`src/rtl/irq_arbiter_if.sv`:
```
// Interrupt arbiter bus: raw lines and CSR control in, grant and trap request out.
interface irq_arbiter_if;
  logic       ext_irq_i;
  logic       sw_irq_i;
  logic       timer_irq_i;
  logic       mstatus_mie_i;
  logic [2:0] mie_i;
  logic       wfi_i;
  logic       trap_ack_i;
  logic       mret_i;
  logic [2:0] irq_o;
  logic       irq_req_o;
  logic [3:0] irq_cause_o;
  logic [2:0] pending_o;
  logic       wfi_sleep_o;

  modport master (
    output ext_irq_i, sw_irq_i, timer_irq_i, mstatus_mie_i, mie_i, wfi_i, trap_ack_i, mret_i,
    input  irq_o, irq_req_o, irq_cause_o, pending_o, wfi_sleep_o
  );

  modport slave (
    input  ext_irq_i, sw_irq_i, timer_irq_i, mstatus_mie_i, mie_i, wfi_i, trap_ack_i, mret_i,
    output irq_o, irq_req_o, irq_cause_o, pending_o, wfi_sleep_o
  );
endinterface

```
`src/rtl/irq_arbiter.sv`:
```
// Machine-mode interrupt arbiter: sync, mask, fixed priority ext > sw > timer, trap handshake.
// Optional WFI sleep state enabled by defining NOX_IRQ_ARB_WFI_EN.
module irq_sync #(
  parameter int STAGES = 2
) (
  input  logic clk,
  input  logic rst,
  input  logic d,
  output logic q
);
  logic [STAGES-1:0] chain;

  always_ff @(posedge clk or negedge rst) begin
    if (!rst) chain <= '0;
    else      chain <= {chain[STAGES-2:0], d};
  end

  assign q = chain[STAGES-1];
endmodule

module irq_arbiter #(
  parameter int SYNC_STAGES = 2
) (
  input logic          clk,
  input logic          rst,
  irq_arbiter_if.slave bus
);
  localparam int NUM_LINES = 3;

  typedef enum logic [1:0] {
    IDLE   = 2'd0,
    REQ    = 2'd1,
    ACTIVE = 2'd2
`ifdef NOX_IRQ_ARB_WFI_EN
    ,
    SLEEP  = 2'd3
`endif
  } state_t;

  state_t               state, state_n;
  logic [NUM_LINES-1:0] raw, pending, eligible;
  logic [NUM_LINES-1:0] grant, grant_n, sel;
  logic [3:0]           cause, cause_n, sel_cause;
  logic                 req;
  logic                 fireable;

  // Bit order {timer, sw, ext} matches mie_i and the CSR irq struct.
  assign raw = {bus.timer_irq_i, bus.sw_irq_i, bus.ext_irq_i};

  irq_sync #(.STAGES(SYNC_STAGES)) u_sync [NUM_LINES-1:0] (
    .clk (clk),
    .rst (rst),
    .d   (raw),
    .q   (pending)
  );

  assign eligible = pending & bus.mie_i;
  assign fireable = (|eligible) & bus.mstatus_mie_i;

  always_comb begin
    sel       = '0;
    sel_cause = 4'd0;
    if (eligible[0]) begin
      sel       = 3'b001;
      sel_cause = 4'd11;
    end else if (eligible[1]) begin
      sel       = 3'b010;
      sel_cause = 4'd3;
    end else if (eligible[2]) begin
      sel       = 3'b100;
      sel_cause = 4'd7;
    end
  end

  always_comb begin
    state_n = state;
    grant_n = grant;
    cause_n = cause;
    case (state)
      IDLE: begin
        if (fireable) begin
          state_n = REQ;
          grant_n = sel;
          cause_n = sel_cause;
        end
`ifdef NOX_IRQ_ARB_WFI_EN
        else if (bus.wfi_i) state_n = SLEEP;
`endif
      end
      REQ: begin
        // Grant is frozen; only an ack or loss of the granted source moves us.
        if (bus.trap_ack_i) begin
          state_n = ACTIVE;
        end else if (!(|(grant & eligible)) || !bus.mstatus_mie_i) begin
          state_n = IDLE;
          grant_n = '0;
          cause_n = 4'd0;
        end
      end
      ACTIVE: begin
        if (bus.mret_i) begin
          state_n = IDLE;
          grant_n = '0;
          cause_n = 4'd0;
        end
      end
`ifdef NOX_IRQ_ARB_WFI_EN
      SLEEP: begin
        // Any enabled pending line wakes the hart, even with global MIE off.
        if (|eligible) begin
          if (bus.mstatus_mie_i) begin
            state_n = REQ;
            grant_n = sel;
            cause_n = sel_cause;
          end else begin
            state_n = IDLE;
          end
        end
      end
`endif
      default: begin
        state_n = IDLE;
        grant_n = '0;
        cause_n = 4'd0;
      end
    endcase
  end

  always_ff @(posedge clk or negedge rst) begin
    if (!rst) begin
      state <= IDLE;
      grant <= '0;
      cause <= 4'd0;
      req   <= 1'b0;
    end else begin
      state <= state_n;
      grant <= grant_n;
      cause <= cause_n;
      req   <= (state_n == REQ);
    end
  end

  assign bus.irq_o       = grant;
  assign bus.irq_req_o   = req;
  assign bus.irq_cause_o = cause;
  assign bus.pending_o   = pending;

`ifdef NOX_IRQ_ARB_WFI_EN
  assign bus.wfi_sleep_o = (state == SLEEP);
`else
  logic unused_wfi;
  assign unused_wfi      = bus.wfi_i;
  assign bus.wfi_sleep_o = 1'b0;
`endif
endmodule

```
`src/flat_wrapper.sv`:
```
// flat-port wrapper written by rule: the top's interface ports become plain ports
module irq_arbiter_flat 
#(
  parameter int SYNC_STAGES = 2
)
  (clk, rst, bus_ext_irq_i, bus_sw_irq_i, bus_timer_irq_i, bus_mstatus_mie_i, bus_mie_i, bus_wfi_i, bus_trap_ack_i, bus_mret_i, bus_irq_o, bus_irq_req_o, bus_irq_cause_o, bus_pending_o, bus_wfi_sleep_o);
  irq_arbiter_if bus_i ();
  input logic clk;
  input logic rst;
  input wire logic [$bits(bus_i.ext_irq_i)-1:0] bus_ext_irq_i;
  input wire logic [$bits(bus_i.sw_irq_i)-1:0] bus_sw_irq_i;
  input wire logic [$bits(bus_i.timer_irq_i)-1:0] bus_timer_irq_i;
  input wire logic [$bits(bus_i.mstatus_mie_i)-1:0] bus_mstatus_mie_i;
  input wire logic [$bits(bus_i.mie_i)-1:0] bus_mie_i;
  input wire logic [$bits(bus_i.wfi_i)-1:0] bus_wfi_i;
  input wire logic [$bits(bus_i.trap_ack_i)-1:0] bus_trap_ack_i;
  input wire logic [$bits(bus_i.mret_i)-1:0] bus_mret_i;
  output wire logic [$bits(bus_i.irq_o)-1:0] bus_irq_o;
  output wire logic [$bits(bus_i.irq_req_o)-1:0] bus_irq_req_o;
  output wire logic [$bits(bus_i.irq_cause_o)-1:0] bus_irq_cause_o;
  output wire logic [$bits(bus_i.pending_o)-1:0] bus_pending_o;
  output wire logic [$bits(bus_i.wfi_sleep_o)-1:0] bus_wfi_sleep_o;
  assign bus_i.ext_irq_i = bus_ext_irq_i;
  assign bus_i.sw_irq_i = bus_sw_irq_i;
  assign bus_i.timer_irq_i = bus_timer_irq_i;
  assign bus_i.mstatus_mie_i = bus_mstatus_mie_i;
  assign bus_i.mie_i = bus_mie_i;
  assign bus_i.wfi_i = bus_wfi_i;
  assign bus_i.trap_ack_i = bus_trap_ack_i;
  assign bus_i.mret_i = bus_mret_i;
  assign bus_irq_o = bus_i.irq_o;
  assign bus_irq_req_o = bus_i.irq_req_o;
  assign bus_irq_cause_o = bus_i.irq_cause_o;
  assign bus_pending_o = bus_i.pending_o;
  assign bus_wfi_sleep_o = bus_i.wfi_sleep_o;
  irq_arbiter #(.SYNC_STAGES(SYNC_STAGES)) u_core (.clk(clk), .rst(rst), .bus(bus_i));
endmodule
```
`config.mk`:
```
export PLATFORM = sky130hd
export DESIGN_NAME = irq_arbiter_flat
export DESIGN_NICKNAME = d
export VERILOG_FILES = /design/src/rtl/irq_arbiter_if.sv /design/src/rtl/irq_arbiter.sv /design/src/flat_wrapper.sv
export SDC_FILE = /design/constraint.sdc
export NUM_CORES = 1
export LEC_CHECK = 0
export ABC_AREA = 1
export CAP_MARGIN = 5
export CORE_MARGIN = 4
export CORE_UTILIZATION = 43
export DETAILED_ROUTE_END_ITERATION = 6
export GPL_TIMING_DRIVEN = 0
export PLACE_DENSITY = 0.8
export SYNTH_ARGS = -nofsm -noshare
export SYNTH_HDL_FRONTEND = slang
export SYNTH_SLANG_ARGS = --single-unit
export TNS_END_PERCENT = 50
```
`constraint.sdc`:
```
create_clock -name clk -period 1.45 [get_ports clk]
set_input_delay 0.29 -clock clk [delete_from_list [all_inputs] [get_ports clk]]
set_output_delay 0.29 -clock clk [all_outputs]
set_load 0.05 [all_outputs]
```
==> results.py, run 1 <==
metrics = {
    "global_routing": {
        "overflow": 0,
        "antenna_found_initial": 0,
        "grtUsageTotal_pct": 14.3,
        "grt_pass1_wl_mm": 2.10,
        "grt_max_degree": 14,
        "grt_pass1_vias": 522,
    },
    "detailed_routing": {
        "drt-initial-drc-count": 7,
        "ant_nets": 0,
        "drt_wl_total_mm": 1.19,
        "post-route-drc-count": 0,
        "routed-via-count": 493,
        "dr.pass1.iters": 4,
        "via_per_inst": 4.88,
        "routedWlPerCell_um": 11.7,
    },
    "timing": {
        "max_slew.worst_pin.slew_ps": 542,
        "final.setup.worst_slack_ps": 73.2,
        "setup_violations": 0,
        "finalMaxSlewViolations": 0,
        "timing.final.hold_violations": 0,
        "fin_crit_ps": 1380,
        "finClkSkew_ps": 4.10,
        "finalCritPeriodShare_pct": 94.9,
        "rsz0062_at_grt": "no",
        "maxSlewHeadroom_pct": 63.7,
        "timing.fmax_mhz": 726,
    },
    "power": {
        "power.leakage_nw": 0.434,
        "peakVddDrop_v": 0.00101,
        "finalPower_mw": 1.06,
        "powerDensity_nw_per_um2": 1280,
    },
    "floorplanning": {
        "ios": 24,
        "rows": 13,
        "start_util_pct": 45.9,
        "die_h_um": 45.3,
        "dieWidth_um": 45.3,
        "die_area_um2": 2050,
        "core_um2": 1300,
    },
    "final_layout": {
        "drive_gt1_share_pct": 34.9,
        "antenna_cells": 0,
        "fillers": 119,
        "area_delta_synth_final_pct": 39.2,
        "final_cells": 101,
        "postLayoutCellArea_um2": 831,
        "fin_nets": 99,
    },
    "outcome": {
        "outcome": "finished, final reports clean",
    },
    "clock_network": {
        "clockRootBuffer": "clkbuf_4",
        "clkLatencyLatePin_ps": 260,
        "cts_resized": 28,
        "cts_tree": "done",
        "clock-sinks": 13,
        "cts_buffers": 3,
        "h-tree-depth": 1,
        "cts.path.max_buffers": 2,
        "cts_setup_buffers": 0,
        "clkTransAtPathRegs_ps": 70,
        "holdBufCountCts": 0,
    },
    "place": {
        "place_area_um2": 826,
        "port_buffers": 21,
        "dp_cells": 97,
        "hpwl_um": 999,
        "place.gp.congestion": 0.692,
        "pre_cts_ws_ps": -123,
    },
    "job": {
        "maxCapViolCount": 0,
    },
    "worst_setup_path": {
        "cp-end-kind": "primary output",
        "cp_top_family": "buffers and inverters",
        "slowest_stage": "clkdlybuf4s15_1",
        "start_kind": "flop",
        "crit_fanout": 1,
        "criticalPathCategory": "reg2out",
        "path_buf_inv": 1,
        "cp.required_ps": 1160,
        "path_cells": "clkdlybuf4s15_1",
        "worstPathArrival_ps": 1090,
        "max_stage_delay_ps": 490,
    },
    "synth": {
        "synth.avg_cell_area_um2": 9.78,
        "synth_cell_types": 16,
        "yosys-top-cells-area": "dfrtp_1, buf_4, nand2_1, nand3_1, nand2_4",
        "synth_area_um2": 597,
        "yosysSeqAreaShare_pct": 54.5,
        "synth.top_cell.area_share_pct": 54.5,
        "ys_warn_count": 0,
        "synth_fp_nets": 73,
        "synth.largest_area_cell": "dfrtp_1",
        "ys_seq_elements": 13,
        "synth_cells": 61,
    },
    "hold_path": {
        "min_path_type": "reg2reg",
    },
}
-- cell usage after synthesis --
library cell / number
nand3_4: 1
nand3_2: 1
o21ai_1: 2
inv_2: 4
nand2_4: 2
nand2_1: 14
nor2_1: 2
dfrtp_1: 13
nand3_1: 6
conb_1: 1
buf_4: 7
and3_1: 1
nor3_1: 1
nand2_2: 2
nand3b_1: 1
nand4_1: 3
-- final cells by class --
class	count	area, µm²	share of cell area [%]
repair buffers	21	189	22.7
multi-input cells	37	204	24.5
inverters	4	15.0	1.81
clock buffers	4	26.3	3.16
well taps	15	18.8	2.26
flip-flops and latches	13	325	39.2
plain buffers	7	52.6	6.33
-- logic make-up (layout without fill, tap and decap cells) --
kind of cell    Yosys count  after routing  share of synthesized area, %
other cells               1              1                         0.628
buf+inv                  11             36                          11.3
flops                    13             13                          54.5
simple gates             34             34                          31.9
compound gates            2              2                          1.68
-- per-layer routing --
layer	vias up	global-route usage, %	wire [µm]
met2	17	25.1	604
met5	-	0	0
met4	0	4.68	9
met1	231	17.2	492
met3	2	2.79	80
li1	243	-	-
-- worst paths after layout --
kind	start	to	slack [ps]	cells past startpoint
worst max register to register	u_core.u_sync[1].chain[1]	u_core.bus.irq_cause_o[2]	320	7
max in group asynchronous	rst	u_core.u_sync[2].chain[0]	710	1
worst min register to register	u_core.u_sync[1].chain[0]	u_core.u_sync[1].chain[1]	350	0
worst min-delay path	u_core.u_sync[1].chain[0]	u_core.u_sync[1].chain[1]	350	0
worst max-delay path	u_core.bus.irq_req_o	bus_irq_req_o	70	1
min in group asynchronous	rst	u_core.bus.irq_cause_o[1]	380	1
-- metrics by stage --
| stage | TNS [ps] | hold slack (ps) | util, % |
|---|---|---|---|
| final | 0 | 349 | 63.8 |
| after global placement | -628 | 332 | 63.5 |
| after floorplan | 0 | -5.59 | - |
| after CTS | 0 | 354 | 65.7 |
| after detailed placement | -830 | 338 | 63.5 |
| after global routing | 0 | 361 | 63.8 |
-- worst register-to-register path: cells and delay by family, from the launching register on --
kind / cells / cell delay [ps]
AND/OR/NAND/NOR: 7 / 640
flip-flops: 1 / 380
-- where the power goes --
| part | switching (mW) | internal (mW) |
|---|---|---|
| Clock | 0.102 | 0.106 |
| Combinational | 0.282 | 0.138 |
| Sequential | 0.0304 | 0.402 |
-- sequential cells by signal (all words and copies together) (netlist names) --
| register | cells |
|---|---|
| u_core.bus.irq_req_o | 1 |
| u_core.bus.irq_cause_o | 2 |
| u_core.u_sync.chain | 6 |
| u_core.bus.irq_o | 2 |
| u_core.state | 2 |
-- cells in the final DEF, fill, tap and decap left out, drive strengths merged --
master / count
nand3: 8
conb: 1
o21ai: 2
nor3: 1
dfrtp: 13
buf: 13
nand4: 3
inv: 4
nor2: 2
clkdlybuf4s50: 10
clkbuf: 5
nand2: 18
nand3b: 1
clkdlybuf4s15: 4
and3: 1
(Power assumes the default switching activity.)
==> run 2, diff against run 1 <==
CORE_MARGIN = 5   (was 4)
==> run 2 against run 1 <==
Utilization is 0.096 points higher. Sequential cell count is the same. Sequential share of layout area decreased by 0.059 points. Via count shrank 0.20%. Hold slack worse by 4.0 ps. Non-clock buffer count is the same. Critical endpoint unchanged. Highest routed layer is now met3.
==> results.py, run 2 (same netlist as run 1, synthesis figures left out) <==
metrics = {
    "power": {
        "finalPower_mw": 1.07,
        "powerDensity_nw_per_um2": 1280,
        "swShare_pct": 39.0,
        "p_comb_share_pct": 39.8,
        "peakVddDrop_v": 0.000653,
        "pwr-share-seq_pct": 40.6,
        "switching_power_uw": 417,
        "power.leakage_nw": 0.437,
        "pwr-share-clk_pct": 19.6,
        "power.internal_uw": 650,
    },
    "clock_network": {
        "holdBufCountCts": 0,
        "clockRootBuffer": "clkbuf_4",
        "clock-sinks": 13,
        "clkTransAtPathRegs_ps": 80,
        "cts.path.max_buffers": 2,
        "clkLatencyLatePin_ps": 270,
        "cts_setup_buffers": 0,
        "cts_buffers": 3,
        "cts_tree": "done",
        "h-tree-depth": 1,
    },
    "timing": {
        "timing.final.hold_violations": 0,
        "setup_violations": 0,
        "rsz0062_at_grt": "no",
        "finClkSkew_ps": 7.86,
        "max_slew.worst_pin.slew_ps": 536,
        "timing.fmax_mhz": 717,
        "fin_crit_ps": 1400,
        "finalCritPeriodShare_pct": 96.2,
        "maxSlewHeadroom_pct": 64.2,
        "finalMaxSlewViolations": 0,
    },
    "worst_setup_path": {
        "r2r_end": "u_core.bus.irq_o[1]",
        "slowest_stage": "dlygate4sd2_1",
        "path_cells": "dlygate4sd2_1",
        "criticalPathCategory": "reg2out",
        "cp.required_ps": 1160,
        "cp_top_family": "buffers and inverters",
        "worstPathArrival_ps": 1110,
        "path_buf_inv": 1,
        "rrSetupSlack_ps": 340,
        "reg2reg_depth": 6,
        "crit_fanout": 1,
        "cp-end-kind": "primary output",
        "max_stage_delay_ps": 520,
        "r2r-start": "u_core.u_sync[1].chain[1]",
        "start_kind": "flop",
    },
    "global_routing": {
        "grt_pass1_vias": 497,
        "overflow": 0,
        "grt_max_degree": 14,
        "antenna_found_initial": 0,
        "grt_pass1_wl_mm": 2.00,
        "grtUsageTotal_pct": 12.9,
    },
    "detailed_routing": {
        "routedWlPerCell_um": 11.7,
        "drt-initial-drc-count": 8,
        "drt_wl_total_mm": 1.18,
        "met3_length_um": 88,
        "routed-via-count": 492,
        "ant_nets": 0,
        "wl_met1_um": 464,
        "highest_layer": "met3",
        "via_per_inst": 4.87,
        "post-route-drc-count": 0,
        "dr.pass1.iters": 4,
        "dr_wl_met2_um": 628,
    },
    "floorplanning": {
        "dieWidth_um": 47.3,
        "die_h_um": 47.3,
        "rows": 13,
        "die_area_um2": 2230,
        "core_um2": 1300,
        "ios": 24,
        "start_util_pct": 45.9,
    },
    "final_layout": {
        "layout_common_cells": "nand2_1, dfrtp_1, buf_4",
        "largest_reg_flops": 6,
        "final_common_cell": "nand2_1",
        "postLayoutCellArea_um2": 832,
        "regMostFlops": "u_core.u_sync.chain",
        "fin_nets": 99,
        "area_delta_synth_final_pct": 39.4,
        "antenna_cells": 0,
        "drive_gt1_share_pct": 34.9,
    },
    "place": {
        "place_area_um2": 826,
        "port_buffers": 21,
        "hpwl_um": 980,
        "place.gp.congestion": 0.687,
    },
    "hold_path": {
        "hold-path-endpoint": "u_core.u_sync[1].chain[1]",
        "min_from": "u_core.u_sync[1].chain[0]",
        "hold_path_depth": 0,
        "min_path_type": "reg2reg",
    },
    "job": {
        "maxCapViolCount": 0,
    },
    "outcome": {
        "outcome": "finished, final reports clean",
    },
}
==> run 2: metrics by stage <==
| step | worst slack [ps] | setup TNS, ps | hold slack [ps] | utilization (%) | std cells |
|---|---|---|---|---|---|
| finish | 54.6 | 0 | 345 | 63.9 | 101 |
| CTS | 3.28 | 0 | 351 | 65.7 | 101 |
| detailed placement | -132 | -801 | 335 | 63.5 | 97 |
| global placement | -116 | -643 | 332 | 63.5 | 97 |
| global route | 26.8 | 0 | 357 | 63.9 | 101 |
| floorplan | 213 | 0 | -5.59 | - | 61 |
==> run 2: how the worst max path moves through the flow <==
| stage | start | end | slack [ps] | cells past startpoint |
|---|---|---|---|---|
| final | u_core.bus.irq_req_o | bus_irq_req_o | 50 | 1 |
| after global routing | u_core.bus.irq_req_o | bus_irq_req_o | 30 | 1 |
| after CTS | u_core.bus.irq_o[1] | bus_irq_o[1] | 3 | 1 |
| after detailed placement | u_core.bus.irq_cause_o[2] | bus_irq_o[2] | -130 | 2 |
| after global placement | u_core.bus.irq_o[0] | bus_irq_o[0] | -120 | 2 |
| after floorplan | u_core.bus.irq_cause_o[2] | u_core.bus.irq_o[0] | 210 | 6 |
==> run 2: layout make-up <==
type                            count  area (µm²)
Multi-Input combinational cell     37         204
Clock buffer                        4        26.3
Inverter                            4        15.0
Sequential cell                    13         325
Timing Repair Buffer               21         190
Tap cell                           15        18.8
Buffer                              7        52.6
Fill cell                         121         469
==> run 2: timing repair <==
action                                  4_1_cts  5_1_grt
endpoints found under the setup margin       11        5
resized for setup                            28        6
hold endpoints to repair                      0        0
==> run 2: metal layers <==
| layer | up-vias | GRT usage, % |
|---|---|---|
| met1 | 232 | 13.1 |
| li1 | 244 | - |
| met5 | - | 0 |
| met2 | 16 | 23.5 |
| met3 | 0 | 4.60 |
| met4 | 0 | 5.52 |
==> run 2: power groups by stage <==
stage	clock network [mW]	registers (mW)	logic, mW
after global placement	0	0.438	0.442
after floorplan	0	0.524	0.213
after detailed placement	0	0.441	0.449
after CTS	0.216	0.434	0.436
after global routing	0.233	0.442	0.451
final	0.209	0.433	0.425
==> run 3, diff against run 2 <==
SETUP_SLACK_MARGIN = 0.02   (was unset)
SLEW_MARGIN = 0   (was unset)
==> run 3 against run 2 <==
Wire length rose by 0.25%. Critical path type unchanged. Clock power barely moved. Power fell by 0.20%. Largest power group unchanged. Highest routed layer unchanged.
==> results.py, run 3 (same netlist as run 1, synthesis figures left out) <==
metrics = {
    "outcome": {
        "outcome": "finished, final reports clean",
    },
    "timing": {
        "finClkSkew_ps": 7.86,
        "finalMaxSlewViolations": 0,
        "final.setup.worst_slack_ps": 54.6,
        "fin_crit_ps": 1400,
        "maxSlewHeadroom_pct": 64.2,
        "finalCritPeriodShare_pct": 96.2,
        "setup_violations": 0,
        "rsz0062_at_grt": "no",
        "timing.fmax_mhz": 717,
        "setup-tns-final_ps": 0,
        "timing.final.hold_violations": 0,
        "max_slew.worst_pin.slew_ps": 536,
    },
    "final_layout": {
        "fin_nets": 99,
        "largest_reg_flops": 6,
        "area_delta_synth_final_pct": 39.6,
        "fin_util_pct": 64.0,
        "drive_gt1_share_pct": 34.9,
        "final_cells": 101,
        "fillers": 118,
        "antenna_cells": 0,
        "regMostFlops": "u_core.u_sync.chain",
        "postLayoutCellArea_um2": 833,
        "final_common_cell": "nand2_1",
        "layout_common_cells": "nand2_1, dfrtp_1, buf_4, clkdlybuf4s50_1, nand3_1",
    },
    "worst_setup_path": {
        "start_kind": "flop",
        "cp_top_family": "buffers and inverters",
        "cp-end-kind": "primary output",
        "slowest_stage": "dlygate4sd2_1",
        "max_stage_delay_ps": 520,
        "worstPathArrival_ps": 1110,
        "path_cells": "dlygate4sd2_1",
        "criticalPathCategory": "reg2out",
        "path_buf_inv": 1,
        "cp.required_ps": 1160,
        "crit_fanout": 1,
    },
    "clock_network": {
        "clkLatencyLatePin_ps": 270,
        "cts_resized": 33,
        "clockRootBuffer": "clkbuf_4",
        "cts_tree": "done",
        "cts_buffers": 3,
        "clock-sinks": 13,
        "holdBufCountCts": 0,
        "h-tree-depth": 1,
        "cts.path.max_buffers": 2,
        "clkTransAtPathRegs_ps": 80,
        "cts_setup_buffers": 0,
    },
    "power": {
        "pwr-share-clk_pct": 19.7,
        "peakVddDrop_v": 0.000649,
        "power.leakage_nw": 0.435,
        "p_comb_share_pct": 39.7,
        "switching_power_uw": 417,
        "power.internal_uw": 648,
        "pwr-share-seq_pct": 40.7,
        "powerDensity_nw_per_um2": 1280,
        "swShare_pct": 39.1,
    },
    "place": {
        "port_buffers": 21,
        "place_area_um2": 826,
        "dp_cells": 97,
        "place.gp.congestion": 0.687,
        "hpwl_um": 980,
        "pre_cts_ws_ps": -132,
    },
    "job": {
        "maxCapViolCount": 0,
    },
    "detailed_routing": {
        "drt_wl_total_mm": 1.19,
        "dr.pass1.iters": 4,
        "routed-via-count": 492,
        "drt-initial-drc-count": 8,
        "post-route-drc-count": 0,
        "routedWlPerCell_um": 11.7,
        "via_per_inst": 4.87,
        "ant_nets": 0,
    },
    "global_routing": {
        "grt_pass1_wl_mm": 2.01,
        "grt_pass1_vias": 497,
        "grtUsageTotal_pct": 13.0,
        "overflow": 0,
        "grt_max_degree": 14,
        "antenna_found_initial": 0,
    },
    "floorplanning": {
        "start_util_pct": 45.9,
        "core_um2": 1300,
        "rows": 13,
        "die_area_um2": 2230,
        "die_h_um": 47.3,
        "dieWidth_um": 47.3,
        "ios": 24,
    },
    "hold_path": {
        "min_path_type": "reg2reg",
    },
}
==> run 3: cell count changes in the layout (fill, tap and decap cells not counted), sizes merged <==
cell	change
clkbuf	-1
clkdlybuf4s15	+1
==> run 3: area by class of cell <==
type | instances | area (µm²) | area share (%)
repair buffers | 21 | 191 | 23.0
plain buffers | 7 | 52.6 | 6.31
flip-flops and latches | 13 | 325 | 39.0
multi-input cells | 37 | 204 | 24.5
well taps | 15 | 18.8 | 2.25
clock buffers | 4 | 26.3 | 3.15
inverters | 4 | 15.0 | 1.80
==> run 3: path summary, 6_finish.rpt <==
kind / from / end / slack (ps) / depth (start not counted)
setup / recovery: u_core.bus.irq_req_o / bus_irq_req_o / 50 / 1
hold / removal: u_core.u_sync[1].chain[0] / u_core.u_sync[1].chain[1] / 350 / 0
setup reg to reg: u_core.u_sync[1].chain[1] / u_core.bus.irq_o[1] / 340 / 6
hold reg to reg: u_core.u_sync[1].chain[0] / u_core.u_sync[1].chain[1] / 350 / 0
max in group asynchronous: rst / u_core.u_sync[0].chain[1] / 720 / 1
min in group asynchronous: rst / u_core.bus.irq_cause_o[1] / 370 / 1
==> run 3: power groups by stage <==
stage | registers [mW] | clock network, mW | logic, mW
finish | 0.433 | 0.209 | 0.422
global route | 0.442 | 0.233 | 0.448
CTS | 0.434 | 0.216 | 0.432
detailed placement | 0.441 | 0 | 0.449
global placement | 0.438 | 0 | 0.442
floorplan | 0.524 | 0 | 0.213
==> run 3: routing by layer <==
layer / GRT usage, % / part of all wire, %
met2: 23.5 / 53
met1: 13.3 / 40
met5: 0 / 0
met3: 4.60 / 6.9
met4: 5.52 / 0
==> run 3: per-stage QoR <==
| step | total power, mW | hold WS (ps) |
|---|---|---|
| floorplan | 0.737 | -5.59 |
| global placement | 0.880 | 332 |
| detailed placement | 0.890 | 335 |
| CTS | 1.08 | 351 |
| global route | 1.12 | 357 |
| finish | 1.07 | 345 |
